==> config.mk <==
export PLATFORM = sky130hd
export DESIGN_NAME = inst_fetch
export DESIGN_NICKNAME = d
export VERILOG_FILES = /design/src/rtl/inst_fetch.sv
export SDC_FILE = /design/constraint.sdc
export NUM_CORES = 1
export LEC_CHECK = 0
export BUFFER_PORTS_ARGS = -buffer_cell sky130_fd_sc_hd__buf_2
export CAP_MARGIN = 20
export CORE_UTILIZATION = 40
export CTS_BUF_LIST = sky130_fd_sc_hd__clkbuf_4
export CTS_CLUSTER_DIAMETER = 30
export CTS_CLUSTER_SIZE = 30
export DETAILED_ROUTE_END_ITERATION = 10
export PLACE_DENSITY_LB_ADDON = 0.15
export REMOVE_ABC_BUFFERS = 1
export SYNTH_ARGS = -nofsm -noshare
export SYNTH_HDL_FRONTEND = slang
export SYNTH_SLANG_ARGS = --single-unit
==> constraint.sdc <==
create_clock -name CLK -period 5.6 [get_ports CLK]
set_input_delay 0 -clock CLK [delete_from_list [all_inputs] [get_ports CLK]]
set_output_delay 0 -clock CLK [all_outputs]
set_load 0.01 [all_outputs]
==> src/rtl/inst_fetch.sv <==
// Instruction fetch unit: walks a byte-wide instruction memory with a ready
// handshake and assembles 2-byte (short) or 4-byte (long) big-endian
// instructions. The length is decided by byte 0. A held instruction is
// released to decode with iACCEPT, which also pulses oPCEN so the PC register
// advances on the same edge and the next fetch starts without a bubble.
//
// Optional feature, enabled by defining FETCH_TIMEOUT_EN:
//   a per-byte wait counter raises a sticky oFAULT after TIMEOUT_CYC cycles
//   without MRDY. The FSM then returns to IDLE and retries from F0.
//   Without the macro the FSM waits for MRDY indefinitely and oFAULT is absent.

module inst_fetch #(
    parameter int unsigned LONG_BIT    = 7
`ifdef FETCH_TIMEOUT_EN
    ,
    parameter int unsigned TIMEOUT_CYC = 16
`endif
) (
    input  logic        CLK,
    input  logic        RESET,
    input  logic [31:0] iPC,
    input  logic        iFLUSH,
    input  logic        iACCEPT,
    output logic [31:0] MADDR,
    output logic        MRD,
    input  logic [7:0]  MDATA,
    input  logic        MRDY,
    output logic [31:0] oINST,
    output logic        oULen,
    output logic        oVALID,
    output logic        oPCEN
`ifdef FETCH_TIMEOUT_EN
    ,
    output logic        oFAULT
`endif
);

    typedef enum logic [2:0] {
        StIdle,
        StF0,
        StF1,
        StF2,
        StF3,
        StHold
    } state_e;

    state_e      state_q, state_d;
    logic [31:0] inst_q, inst_d;
    logic        ulen_q, ulen_d;

    logic        in_fetch;
    logic [31:0] addr_off;
    logic        long_b0;

    assign long_b0 = MDATA[LONG_BIT];

`ifdef FETCH_TIMEOUT_EN
    localparam int unsigned WaitW = $clog2(TIMEOUT_CYC + 1);

    logic [WaitW-1:0] wait_q, wait_d;
    logic             fault_q, fault_d;
    logic             timeout;
`endif

    // Decode the fetch phase into a read strobe and a byte offset from iPC.
    always_comb begin
        in_fetch = 1'b0;
        addr_off = 32'd0;
        unique case (state_q)
            StF0: begin
                in_fetch = 1'b1;
                addr_off = 32'd0;
            end
            StF1: begin
                in_fetch = 1'b1;
                addr_off = 32'd1;
            end
            StF2: begin
                in_fetch = 1'b1;
                addr_off = 32'd2;
            end
            StF3: begin
                in_fetch = 1'b1;
                addr_off = 32'd3;
            end
            default: begin
                in_fetch = 1'b0;
                addr_off = 32'd0;
            end
        endcase
    end

    // Memory request outputs; the address is forced to zero outside a fetch.
    always_comb begin
        MRD   = in_fetch;
        MADDR = in_fetch ? (iPC + addr_off) : 32'd0;
    end

    // Next-state and byte assembly; flush wins over both accept and capture.
    always_comb begin
        state_d = state_q;
        inst_d  = inst_q;
        ulen_d  = ulen_q;
`ifdef FETCH_TIMEOUT_EN
        timeout = 1'b0;
`endif
        if (state_q == StIdle) begin
            state_d = StF0;
        end else if (iFLUSH) begin
            state_d = StF0;
            inst_d  = 32'd0;
            ulen_d  = 1'b0;
        end else begin
            unique case (state_q)
                StF0: begin
                    if (MRDY) begin
                        ulen_d  = long_b0;
                        // Byte 0 lands in the top byte of whichever width it starts.
                        inst_d  = long_b0 ? {MDATA, 24'h0} : {16'h0, MDATA, 8'h0};
                        state_d = StF1;
                    end
                end
                StF1: begin
                    if (MRDY) begin
                        if (ulen_q) begin
                            inst_d[23:16] = MDATA;
                            state_d       = StF2;
                        end else begin
                            inst_d[7:0] = MDATA;
                            state_d     = StHold;
                        end
                    end
                end
                StF2: begin
                    if (MRDY) begin
                        inst_d[15:8] = MDATA;
                        state_d      = StF3;
                    end
                end
                StF3: begin
                    if (MRDY) begin
                        inst_d[7:0] = MDATA;
                        state_d     = StHold;
                    end
                end
                StHold: begin
                    if (iACCEPT) begin
                        state_d = StF0;
                    end
                end
                default: begin
                    state_d = StIdle;
                end
            endcase
`ifdef FETCH_TIMEOUT_EN
            // This stalled cycle is the one that brings the count to TIMEOUT_CYC.
            if (in_fetch && !MRDY && (wait_q == WaitW'(TIMEOUT_CYC - 1))) begin
                timeout = 1'b1;
                state_d = StIdle;
            end
`endif
        end
    end

`ifdef FETCH_TIMEOUT_EN
    // Wait counter restarts on any state change or flush; fault is sticky.
    always_comb begin
        wait_d  = wait_q;
        fault_d = fault_q | timeout;
        if ((state_d != state_q) || iFLUSH) begin
            wait_d = '0;
        end else if (in_fetch && !MRDY) begin
            wait_d = wait_q + WaitW'(1);
        end
    end

    // Timeout state registers with synchronous active-low reset.
    always_ff @(posedge CLK) begin
        if (!RESET) begin
            wait_q  <= '0;
            fault_q <= 1'b0;
        end else begin
            wait_q  <= wait_d;
            fault_q <= fault_d;
        end
    end

    assign oFAULT = fault_q;
`endif

    // Main state and instruction registers with synchronous active-low reset.
    always_ff @(posedge CLK) begin
        if (!RESET) begin
            state_q <= StIdle;
            inst_q  <= 32'd0;
            ulen_q  <= 1'b0;
        end else begin
            state_q <= state_d;
            inst_q  <= inst_d;
            ulen_q  <= ulen_d;
        end
    end

    // Decode-side outputs; oPCEN is a same-cycle pulse on a clean accept.
    always_comb begin
        oINST  = inst_q;
        oULen  = ulen_q;
        oVALID = (state_q == StHold);
        oPCEN  = (state_q == StHold) && iACCEPT && !iFLUSH;
    end

endmodule
-- Word level (Yosys, flattened, before mapping)
Cells that the tools add are included.
Widths: inputs -> output; s select.
- add/sub/neg operators: 1
- equal/unequal tests: 21
- muxes and demuxes: 27
- bitwise gates (word level): 2
- reduce and logical (&&, ||, !) cells: 17
- operator list (kind ; count):
    $mux 32 ; 4
    $mux 8 ; 6
    $add 32x32->32 ; 1
    $pmux 8 s2 ; 2
    $pmux 8 s3 ; 1
    $mux 3 ; 6
    $ne 3x3->1 const B ; 6
    $ne 4x4->1 const B ; 4
    $pmux 3 s5 ; 1
    $reduce_and 5->1 ; 3
    $ne 2x2->1 const B ; 5
    $eq 3x2->1 const B ; 2
    $eq 3x3->1 const B ; 2
    $mux 1 ; 6
    $pmux 2 s3 ; 1
    $reduce_and 6->1 ; 1
    $reduce_bool 3->1 ; 2
    $ne 4x3->1 const B ; 1
    $reduce_and 4->1 ; 1
    $reduce_bool 2->1 ; 2
    $reduce_bool 4->1 ; 1
    $reduce_or 4->1 ; 1
    $eq 3x1->1 const B ; 1
    $logic_not 3->1 ; 1
    other kinds (5) ; 7
- bits in registers: 36
- input bits: 45
- output and inout bits: 68
- logic and storage cells: 75

-- Logic depth before layout (Yosys ltp)
Gate-level depths: netlist of run 1.
- depth in word-level cells: 5
- gate-level depth with buffers: 10
- mapped depth without buffers: 8

-- Least setup slack after synthesis of run 1
Ideal clock, no wire load.
- path kind: register -> output
- start point: reg state_q[2]
- end point: out MADDR[20]
- arrival time: 3.094 ns
- required time: 5.600 ns
- slack: 2.506 ns
- stages on the path, launching flop included: 11
- buffers on the path: 2
- cell sequence: dfxtp_1 clkbuf_1 nand2b_1 a21oi_1 ha_1 fa_1 nand4_1 or4_1 clkbuf_1 or3_1 a21oi_1
- word-level cells in the longest chain between the ends: 4
- elaborated cells on any way between the ends: 9
- those cells by class: add/sub (1); eq/ne (4); mux (3); reduce/logical (1)
- ends and longest elaborated chain (element ; line ; source):
    start, declared ; 47 ; state_e state_q, state_d;
    start signal, assigned ; 194 ; state_q <= StIdle;
    start signal, assigned ; 198 ; state_q <= state_d;
    $eq 3x3->1, or another cell as far along ; 69 ; unique case (state_q)
    $pmux 2 s3 / $reduce_or 4->1 (equally long branches) ; -- ;
    $add 32x32->32 / $mux 1 (equally long branches) ; 96, 69 ;
    $mux 32 (*) ; 96 ; MADDR = in_fetch ? (iPC + addr_off) : 32'd0;
    end, declared ; 24 ; output logic [31:0] MADDR,
Mark *: on every way between the ends. The rest lies on a longest branch, timed or not.

-- Final worst setup path of run 1
- start point: reg state_q[2]
- end point: out MADDR[18]
The elaborated chain is that of the path after synthesis.

==> results of run 1 <==
## cell usage after synthesis, drive strengths merged
cell type / instances / area, um2
dfxtp: 35 / 701
nand2: 33 / 124
a21boi: 25 / 188
a21oi: 25 / 125
nand3: 25 / 130
o21ai: 18 / 90.1
clkbuf: 17 / 63.8
nor2: 16 / 60.1
nand4: 14 / 103
nor2b: 12 / 75.1
or4: 10 / 75.1
o31ai: 9 / 67.6
xnor2: 9 / 78.8
a41o: 8 / 80.1
nand4b: 8 / 70.1
nor3: 8 / 40.0
or3: 8 / 55.1
inv: 7 / 26.3
nand2b: 7 / 43.8
buf: 5 / 31.3
o21a: 5 / 37.5
and2: 4 / 25.0
and4: 4 / 35.0
nor4: 4 / 25.0
xor2: 4 / 35.0
a21o: 2 / 15.0
and3: 2 / 12.5
ha: 2 / 25.0
mux2i: 2 / 20.0
o311ai: 2 / 17.5
a22oi: 1 / 7.51
a31oi: 1 / 6.26
clkinv: 1 / 3.75
fa: 1 / 20.0
nand3b: 1 / 7.51
nor3b: 1 / 7.51
o2111ai: 1 / 8.76
o22ai: 1 / 6.26
o41ai: 1 / 8.76
or3b: 1 / 8.76
or4b: 1 / 10.0
## metrics by stage
step | instances | power, mW | setup WS [ps] | area [um2] | utilization
global placement | 506 | 0.394 | 2250 | 3130 | 0.516
finish | 522 | 0.538 | 1710 | 3270 | 0.539
global route | 522 | 0.570 | 1390 | 3270 | 0.539
floorplan | 319 | 0.331 | 2660 | 2470 | -
detailed placement | 506 | 0.397 | 2110 | 3130 | 0.516
CTS | 522 | 0.544 | 1700 | 3270 | 0.539
## registers in the layout, indices dropped and copies added (netlist names)
| name | flops |
|---|---|
| oINST | 32 |
| state_q | 3 |
## layer usage
layer  vias to the layer above  share of wire  track usage
met5                         -              0            0
met4                         0         0.0065       0.0491
met3                         6          0.066       0.0462
met2                        92           0.45        0.356
met1                      1352           0.47        0.302
li1                       1491              -            -
## worst max-delay path by stage
stage                from         to  slack [ps]  depth (start not counted)
3_5_place_dp   state_q[2]  MADDR[18]        2110                          9
5_1_grt        state_q[2]  MADDR[30]        1390                          9
4_1_cts        state_q[2]  MADDR[18]        1700                          9
6_report       state_q[2]  MADDR[18]        1710                          9
2_1_floorplan  state_q[2]  MADDR[20]        2660                          8
3_3_place_gp   state_q[2]  MADDR[20]        2250                          9
## power by group through the flow
| stage | Combinational, mW | Clock, mW | Sequential, mW |
|---|---|---|---|
| after floorplan | 0.0664 | 0 | 0.264 |
| after global placement | 0.131 | 0 | 0.263 |
| after detailed placement | 0.133 | 0 | 0.263 |
| after CTS | 0.138 | 0.148 | 0.258 |
| after global routing | 0.153 | 0.158 | 0.259 |
| final | 0.138 | 0.142 | 0.258 |
## critical path, stage by stage (launching register included)
cell and delay [ps]:
dfxtp_1 630, nand2b_1 170, a21oi_1 570, ha_1 330, fa_1 270, nand4_1 200
or4_1 690, or3_1 390, a21oi_1 140, buf_2 170
## cell usage in the layout (no fill, tap or decap), types with 5 or more instances in the layout
cell type,synthesis,layout
o31ai_1,9,9
dlygate4sd3_1,0,8
o21ai_0,15,15
a41o_1,8,8
nand2_1,33,33
a21boi_0,25,25
nor2_1,16,16
clkbuf_4,0,6
nor3_1,8,8
o21a_1,5,5
nand4b_1,8,8
nand2b_1,7,7
buf_2,1,112
nor2b_1,12,12
or4_1,10,10
dfxtp_1,35,35
nand4_1,13,13
or3_1,7,7
inv_1,7,7
a21oi_1,25,25
xnor2_1,9,9
nand3_1,24,24
## cell type report
type | count | area share
inverter | 8 | 0.00919
clock buffer | 6 | 0.0138
sequential | 35 | 0.214
multi-input combinational | 276 | 0.534
tap | 75 | 0.0287
clock inverter | 2 | 0.00383
timing repair buffer | 120 | 0.196
## what timing repair did
item                      4_1_cts  5_1_grt
hold buffers                    8        0
resized for setup               0        0
hold endpoints to repair       15        0
## kinds of logic (layout without fill, tap and decap cells)
family                   after synthesis  count (layout)  synth area share
XOR/XNOR                              13              13            0.0443
flip-flops                            35              35             0.273
buffers and inverters                 30             136            0.0487
AO/OA/AOI/OAI                         99              99             0.256
multiplexers                           2               2           0.00779
adder cells (fa/ha/maj)                3               3            0.0175
AND/OR/NAND/NOR                      159             159             0.353
==> metrics, run 1 <==
status finished clean; global-route wire length before repair approximately 12 mm; FF+latch area ~700 um2; Area Overhead vs Synth 27.1%; clk_lat worst skew ~340 ps; vias in the first global route around 2600; Initial Util 0.424; Port Buffers approximately 110; Worst Hold Path Cells 4; CP startpoint kind flip-flop; reg2reg start state_q[0]; switching share of power 0.331; Worst Hold Launch iACCEPT; share of cells above drive strength 1 0.277; CTS Sinks 35; DRC viols 0; maximum clock insertion buffer count 2; Slew Viols, Final 0; actual slew at the worst max-slew pin 1060 ps; drt pass-1 iters 4; unrepaired setup endpoints after global routing false; Synth Cell Area 2570 um2; postcts setup bufs 0; initial antenna violation count 0; Worst slew margin 0.292; internal power 360 uW; CTS tree yes; Placeable Area ~6100 um2; crit-path max FO 17; Syn Inst Count 341; final WL between 7 and 8 mm; final worst-path cycle share 0.695; number of max-cap violations 0; # setup viols final 0; Vert. Die Dim a little over 80 um; CP endpoint kind output port; I/O Pins ~110; clk slew on worst S/H paths between 100 and 150 ps; fillers between 600 and 700; CP Class reg -> out; row cnt 28; Hold Crit Endpoint state_q[2]; Gate power share 0.257; grt total ovfl 0; R2R depth 4; setup_tns 0 ps; r2r setup slk ~3600 ps; FMAX around 260 MHz; Avg Synthesized Cell Area roughly 7.5 um2; Power Dens Cells 165 nW/um2; Crit path required time between 5000 and 6000 ps; Clock Tree Root clkbuf_4; Clock Power Share 0.264; Final ANT Viol Nets 0; via total after detailed routing about 3000; area occupied by multi-input gates between 1500 and 2000 um2; YS warnings 0; Routed WL per cell between 10 and 15 um; TritonCTS Buffers 5; Critical R2R Capture oINST[2]; gpl congestion between 0.8 and 0.9; VDD IR max 138 uV; FF+latch count, synth 35; via/cell ratio roughly 5.6; post-synthesis sequential area ratio 0.273; initial detailed-routing violation count approximately 120; static leakage roughly 1.4 nW; Tot GR Track Use 0.221; Synth cell types 48; Psw ~180 uW; final hold viol count 0; WP data arrival between 3000 and 4000 ps; Reg power frac 0.479; largest net degree at the start of global routing 43; post-DP HPWL 5.52 mm; Die Area just under 7000 um2; Worst Hold Slack 48.2 ps; ANT cells 0; clock skew a little over 9 ps; hold crit path type in -> reg; H-tree Lvls 2; chip width approximately 80 um; Tmin final 3890 ps; Final nets 494
(Power assumes the default switching activity.)
==> run 2: changes to the inputs <==
--- a/config.mk
+++ b/config.mk
@@ -5,6 +5,7 @@
 export SDC_FILE = /design/constraint.sdc
 export NUM_CORES = 1
 export LEC_CHECK = 0
+export ABC_AREA = 1
 export BUFFER_PORTS_ARGS = -buffer_cell sky130_fd_sc_hd__buf_2
 export CAP_MARGIN = 20
 export CORE_UTILIZATION = 40
==> constraint.sdc (replaced) <==
create_clock -name CLK -period 3.5 [get_ports CLK]
set_input_delay 0 -clock CLK [delete_from_list [all_inputs] [get_ports CLK]]
set_output_delay 0 -clock CLK [all_outputs]
set_load 0.01 [all_outputs]
==> run 2 against run 1 <==
- power rose by 110%
- clock-buffer cell count fell by 1
- clock skew rose by 5.9 ps
- first-iteration DRC count rose by 38%
- register-to-register slack got worse by 2000 ps
- critical path type unchanged
==> metrics, run 2 <==
CP startpoint kind flip-flop; Final nets 678 (+37%); Avg Synthesized Cell Area 5.87 um2 (-22%); global-route wire length before repair 13.1 mm (+12%); switching share of power 0.357 (+0.0265); worst-path cell chain nor2_4, nand2_4, nand2_8, ha_1, fa_1, nand3_1, inv_1, nand2_1, inv_1, nand3_1, o21ai_0, a21oi_1, buf_2; cts repair resizes 0 (unchanged); post-synthesis sequential area ratio 0.232 (-0.0411); post-DP HPWL 6.86 mm (+24%); TritonCTS Buffers 5 (unchanged); R2R depth 7 (+3); hold crit path type in -> reg; chip width 89.0 um (+8.3%); Clock Tree Root clkbuf_4; postcts setup bufs 0 (unchanged); I/O Pins 113 (unchanged); Slew Viols, Final 0 (unchanged); fin area 3760 um2 (+15%); Tot GR Track Use 0.211 (-0.0103); Routed WL per cell 11.7 um (-18%); list of most frequent post-synthesis cells 159 x nand2_1, 100 x nor2_1, 55 x inv_1; ys async rst share 0 (unchanged); CP Class reg -> out; CP endpoint kind output port; final std cells w/o fill 730 (+40%); Psw 395 uW (+120%); met2 GRT Util 0.320 (-0.0366); YS warnings 0 (unchanged); Clock Power Share 0.260 (-0.004); final hold viol count 0 (unchanged); crit-path max FO 10 (-7); actual slew at the worst max-slew pin 605 ps (-456 ps); Final ANT Viol Nets 0 (unchanged); drt pass-1 iters 5 (+1); Initial Util 0.415 (-0.00896); Synth Cell Area 3030 um2 (+18%); CTS Sinks 35 (unchanged); largest net degree at the start of global routing 21 (-51%); WP data arrival 2960 ps (-930 ps); CTS tree yes; via/cell ratio 4.76 (-15%); Tot Pwr 1.11 mW (+110%); Power Dens Cells 294 nW/um2 (+79%); VDD IR max 225 uV (+64%); gpl congestion 0.905 (+7.6%); initial antenna violation count 0 (unchanged); initial detailed-routing violation count 161 (+38%); Gate power share 0.337 (+0.080); count leader, synth nand2_1; share of cells above drive strength 1 0.257 (-0.0207); top cell type's share of synthesized area 0.232 (-0.0411); max incr delay on CP 700 ps (about the same); mux contribution to synthesized area 0 (-0.00779); Synth cell types 36 (-25%); Worst setup startpoint state_q[0]; FMAX 337 MHz; fillers 804 (+29%); EDFF count, synth 0 (unchanged); Area Overhead vs Synth 24.1%; # setup viols final 0 (unchanged); post-synthesis compound-gate area fraction 0.105 (-0.151); Port Buffers 112 (unchanged); vias in the first global route 2791 (+9.0%); final WL 8.55 mm (+15%); maximum clock insertion buffer count 2 (unchanged); via total after detailed routing 3476 (+18%); Area after DPL 3610 um2 (+15%); status finished clean; commonest non-fill, non-tap cell in the layout nand2_1; Crit path required time 3500 ps (-2100 ps); Tmin final 2960 ps; final worst-path cycle share 0.847; max FFs per register 32 (unchanged); post-synthesis adder-cell area fraction 0.0149 (-0.00264); row cnt 31 (+11%); unrepaired setup endpoints after global routing false; Die Area 7920 um2 (+17%); Syn Inst Count 516 (+51%); combinational family with the most area after synthesis simple AND/OR/NAND/NOR gates; clock skew 15.2 ps (+5.93 ps); internal power 711 uW (+97%); routing usage on met1 0.312 (+0.0105); clk_lat worst skew 340 ps (about the same); Post-Synth Simple-Gate Area 0.524 (+0.171); met3 usage 0.0369 (-0.00922); Worst Hold Path Cells 3 (-1); Worst Hold Launch RESET; reg2reg start state_q[0]; Placed Cells 715 (+41%); critical path's slowest cell dfxtp_1; Vert. Die Dim 89.0 um (+8.3%); H-tree Lvls 2 (unchanged); Post-Synth XOR/XNOR Area 0.0145 (-0.0298); number of max-cap violations 0 (unchanged); DRC viols 0 (unchanged); Placeable Area 7290 um2 (+20%); ys flop type dfxtp_1; post-synth top area cell dfxtp_1; static leakage 1.96 nW (+41%); most frequent cells in the layout 159 x nand2_1, 112 x buf_2, 100 x nor2_1, 55 x inv_1, 45 x nand3_1; ANT cells 0 (unchanged); grt total ovfl 0 (unchanged); gr busiest metal met2; setup_tns 0 ps (unchanged); FF+latch count, synth 35 (unchanged); top cells by area, synth dfxtp_1 23%, nand2_1 20%, nor2_1 12%; clk slew on worst S/H paths 120 ps (about the same); Reg power frac 0.403 (-0.076); Worst slew margin 0.595 (+0.303)
==> run 2: layout make-up <==
cell class,count,area [um2],share of cell area
sequential,35,701,0.187
tap,99,124,0.0330
timing repair buffer,119,631,0.168
inverter,61,234,0.0623
clock buffer,5,37.5,0.00999
multi-input combinational,408,1990,0.530
clock inverter,3,38.8,0.0103
==> run 2: worst max-delay path, delay by kind of cell (launching register included) <==
kind,cells,cell delay [ps]
buffers and inverters,3,320
flip-flops,1,700
AND/OR/NAND/NOR,6,730
AO/OA/AOI/OAI,2,210
adder cells (fa/ha/maj),2,650
==> run 2: final timing paths <==
| check | endpoint | slack [ps] |
|---|---|---|
| setup reg to reg | oINST[1] | 1610 |
| setup / recovery | MADDR[16] | 540 |
| hold / removal | oINST[2] | 60 |
| hold reg to reg | oINST[29] | 470 |
==> run 2: metal layers <==
metal | wire, um | share of wire
met1 | 4270 | 0.50
met2 | 3710 | 0.43
met3 | 505 | 0.059
met4 | 62 | 0.0073
met5 | 0 | 0
==> run 2: through the flow <==
step,setup WS [ps],utilization,hold slack (ps)
6_report,537,0.515,55.0
4_1_cts,543,0.515,39.6
2_1_floorplan,1230,-,54.4
3_5_place_dp,948,0.495,272
5_1_grt,332,0.515,58.2
3_3_place_gp,1010,0.495,263
==> run 2: timing repair <==
item | in CTS | in global routing
setup endpoints to repair | 0 | 0
endpoints found under the hold margin | 7 | 0
hold buffers | 7 | 0
==> run 2: logic make-up (layout without fill, tap and decap cells) <==
| group | count (synthesis) | after routing |
|---|---|---|
| adders and majority gates | 3 | 3 |
| buffers and inverters | 73 | 188 |
| DFF | 35 | 35 |
| xor gates and xnor gates | 5 | 5 |
| and+or+nand+nor | 348 | 348 |
| AOI/OAI and AO/OA | 52 | 52 |
==> run 2: power by group through the flow <==
stage          sequential, mW  clock [mW]  combinational, mW
6_report                0.446       0.288              0.372
5_1_grt                 0.450       0.310              0.416
4_1_cts                 0.446       0.293              0.374
3_5_place_dp            0.455           0              0.367
3_3_place_gp            0.455           0              0.362
2_1_floorplan           0.466           0              0.216
==> run 3: changes to the inputs <==
--- a/config.mk
+++ b/config.mk
@@ -5,7 +5,7 @@
 export SDC_FILE = /design/constraint.sdc
 export NUM_CORES = 1
 export LEC_CHECK = 0
-export ABC_AREA = 1
+export ABC_AREA = 0
 export BUFFER_PORTS_ARGS = -buffer_cell sky130_fd_sc_hd__buf_2
 export CAP_MARGIN = 20
 export CORE_UTILIZATION = 40
==> constraint.sdc (replaced) <==
create_clock -name CLK -period 3 [get_ports CLK]
set_input_delay 0 -clock CLK [delete_from_list [all_inputs] [get_ports CLK]]
set_output_delay 0 -clock CLK [all_outputs]
set_load 0.01 [all_outputs]
==> run 3 against run 2 <==
- sequential share of layout area up 2.3 points
- sequential power increased by 7.0%
- global-route usage grew 1.0 points
- register-to-register slack got worse by 600 ps
- die area decreased by 15%
- setup slack got worse by 370 ps
- non-clock buffer count is 10 higher
- power shrank 9.6%
- final cell count fell by 27%
- combinational power shrank 27%
- critical path type unchanged
- largest power group unchanged
==> metrics, run 3 (synthesized netlist as in run 1, its figures left out) <==
status finished clean; worst setup margin 164 ps (-372 ps); grt total ovfl 0 (unchanged); share of cells above drive strength 1 0.300 (+0.0437); CP startpoint kind flip-flop; initial antenna violation count 0 (unchanged); I/O Pins 113 (unchanged); Tmin final between 2000 and 3000 ps; gpl congestion 0.863 (-4.7%); DRC viols 0 (unchanged); ANT cells 0 (unchanged); Core Util, Final 0.553 (+0.0375); # setup viols final 0 (unchanged); Die Area 6750 um2 (-15%); max FFs per register 32 (unchanged); drt pass-1 iters 4 (-1); clock skew 5.46 ps (-9.73 ps); max incr delay on CP 580 ps (-120 ps); Vert. Die Dim 82.2 um (-7.7%); hold crit path type in -> reg; row cnt 28 (-9.7%); clk_lat worst skew 340 ps (about the same); R2R depth 5 (-2); crit-path max FO 15 (+5); Initial Util 0.424 (+0.00896); actual slew at the worst max-slew pin 860 ps (+255 ps); Reg power frac 0.477 (+0.074); Worst slew margin 0.426 (-0.170); global-route wire length before repair 11.8 mm (-9.8%); pre-CTS setup slack 268 ps (-679 ps); via/cell ratio 5.58 (+17%); Routed WL per cell 14.2 um (+21%); Port Buffers 112 (unchanged); via total after detailed routing 2965 (-15%); Clock Power Share 0.251 (-0.009); r2r setup slk 1010 ps (-600 ps); largest net degree at the start of global routing 43 (+100%); Tot GR Track Use 0.221 (+0.0104); chip width 82.2 um (-7.7%); worst-path cell chain buf_4, nand3b_1, o21ai_2, ha_1, a21oi_1, or4b_4, or4_1, a21oi_1, buf_2; Area Overhead vs Synth 30.3%; CP endpoint kind output port; switching share of power 0.335 (-0.0222); Worst Hold Launch iACCEPT; maximum clock insertion buffer count 2 (unchanged); Final nets 503 (-26%); Power Dens Cells 299 nW/um2 (+1.4%); H-tree Lvls 2 (unchanged); internal power 665 uW (-6.5%); critical path's slowest cell or4b_4; commonest non-fill, non-tap cell in the layout buf_2; number of max-cap violations 0 (unchanged); static leakage 1.43 nW (-27%); VDD IR max 261 uV (+16%); vias in the first global route 2525 (-9.5%); Psw 335 uW (-15%); initial detailed-routing violation count 102 (-37%); Clock Tree Root clkbuf_4; Worst setup startpoint state_q[2]; TritonCTS Buffers 5 (unchanged); most frequent cells in the layout 112 x buf_2, 35 x dfxtp_1, 33 x nand2_1, 25 x a21boi_0; WP data arrival 2840 ps (-120 ps); reg2reg start state_q[0]; final hold viol count 0 (unchanged); Placeable Area 6060 um2 (-17%); worst setup path end MADDR[27]; final worst-path cycle share 0.945; CP Class reg -> out; CTS Sinks 35 (unchanged); unrepaired setup endpoints after global routing false; Critical R2R Capture oINST[0]; final WL 7.51 mm (-12%); CP dominant cell by count a21oi_1; Gate power share 0.271 (-0.066); FMAX around 350 MHz; CTS tree yes; post-DP HPWL 5.73 mm (-16%); Final ANT Viol Nets 0 (unchanged); Crit path required time 3000 ps (-500 ps); clk slew on worst S/H paths 110 ps (about the same); Slew Viols, Final 0 (unchanged); setup_tns 0 ps (unchanged)
-- run 3: critical path: cells and delay by family, from the launching register on --
| kind | cells | cell delay (ps) |
|---|---|---|
| simple gates | 3 | 1170 |
| compound gates | 3 | 340 |
| flops | 1 | 360 |
| buf+inv | 2 | 340 |
| fa+ha+maj | 1 | 300 |
-- run 3: layout make-up --
class                      count  area, um2
tap                           75       93.8
sequential                    35        701
multi-input combinational    276       1760
clock inverter                 3       15.0
inverter                       8       30.0
clock buffer                   5       37.5
fill                         618       2710
timing repair buffer         129        708
-- run 3: worst min-delay path by stage --
| stage | endpoint | slack (ps) | depth (start not counted) |
|---|---|---|---|
| CTS | state_q[2] | 30 | 4 |
| global placement | oINST[26] | 290 | 3 |
| floorplan | MADDR[31] | 130 | 2 |
| finish | state_q[2] | 30 | 4 |
| detailed placement | oINST[29] | 310 | 3 |
| global route | state_q[2] | 90 | 4 |
-- run 3: metal layers --
| layer | GRT usage | vias up | share of wire |
|---|---|---|---|
| met5 | 0 | - | 0 |
| met4 | 0.0421 | 0 | 0.0079 |
| met3 | 0.0374 | 8 | 0.064 |
| met2 | 0.354 | 101 | 0.46 |
| met1 | 0.311 | 1353 | 0.46 |
| li1 | - | 1503 | - |
-- run 3: per-stage QoR --
| stage | power (mW) | area [um2] | instances | hold WS (ps) |
|---|---|---|---|---|
| 6_report | 1.00 | 3350 | 531 | 32.1 |
| 5_1_grt | 1.05 | 3350 | 531 | 85.6 |
| 4_1_cts | 0.999 | 3340 | 531 | 32.7 |
| 3_5_place_dp | 0.749 | 3190 | 514 | 314 |
| 3_3_place_gp | 0.745 | 3190 | 514 | 294 |
| 2_1_floorplan | 0.617 | 2470 | 319 | 128 |
-- run 3: what timing repair did --
item                                    in CTS  in global routing
pin swaps                                    1                  1
gates cloned                                 0                  0
buffers inserted                             1                  0
endpoints found under the hold margin       12                  0
resized for setup                            2                  5
endpoints found under the setup margin       7                 10
hold buffers                                 8                  0
-- run 3: power groups by stage --
stage	clock network [mW]	registers [mW]	logic, mW
finish	0.251	0.477	0.271
global route	0.273	0.478	0.299
CTS	0.252	0.477	0.270
detailed placement	0	0.487	0.261
global placement	0	0.487	0.258
floorplan	0	0.493	0.124
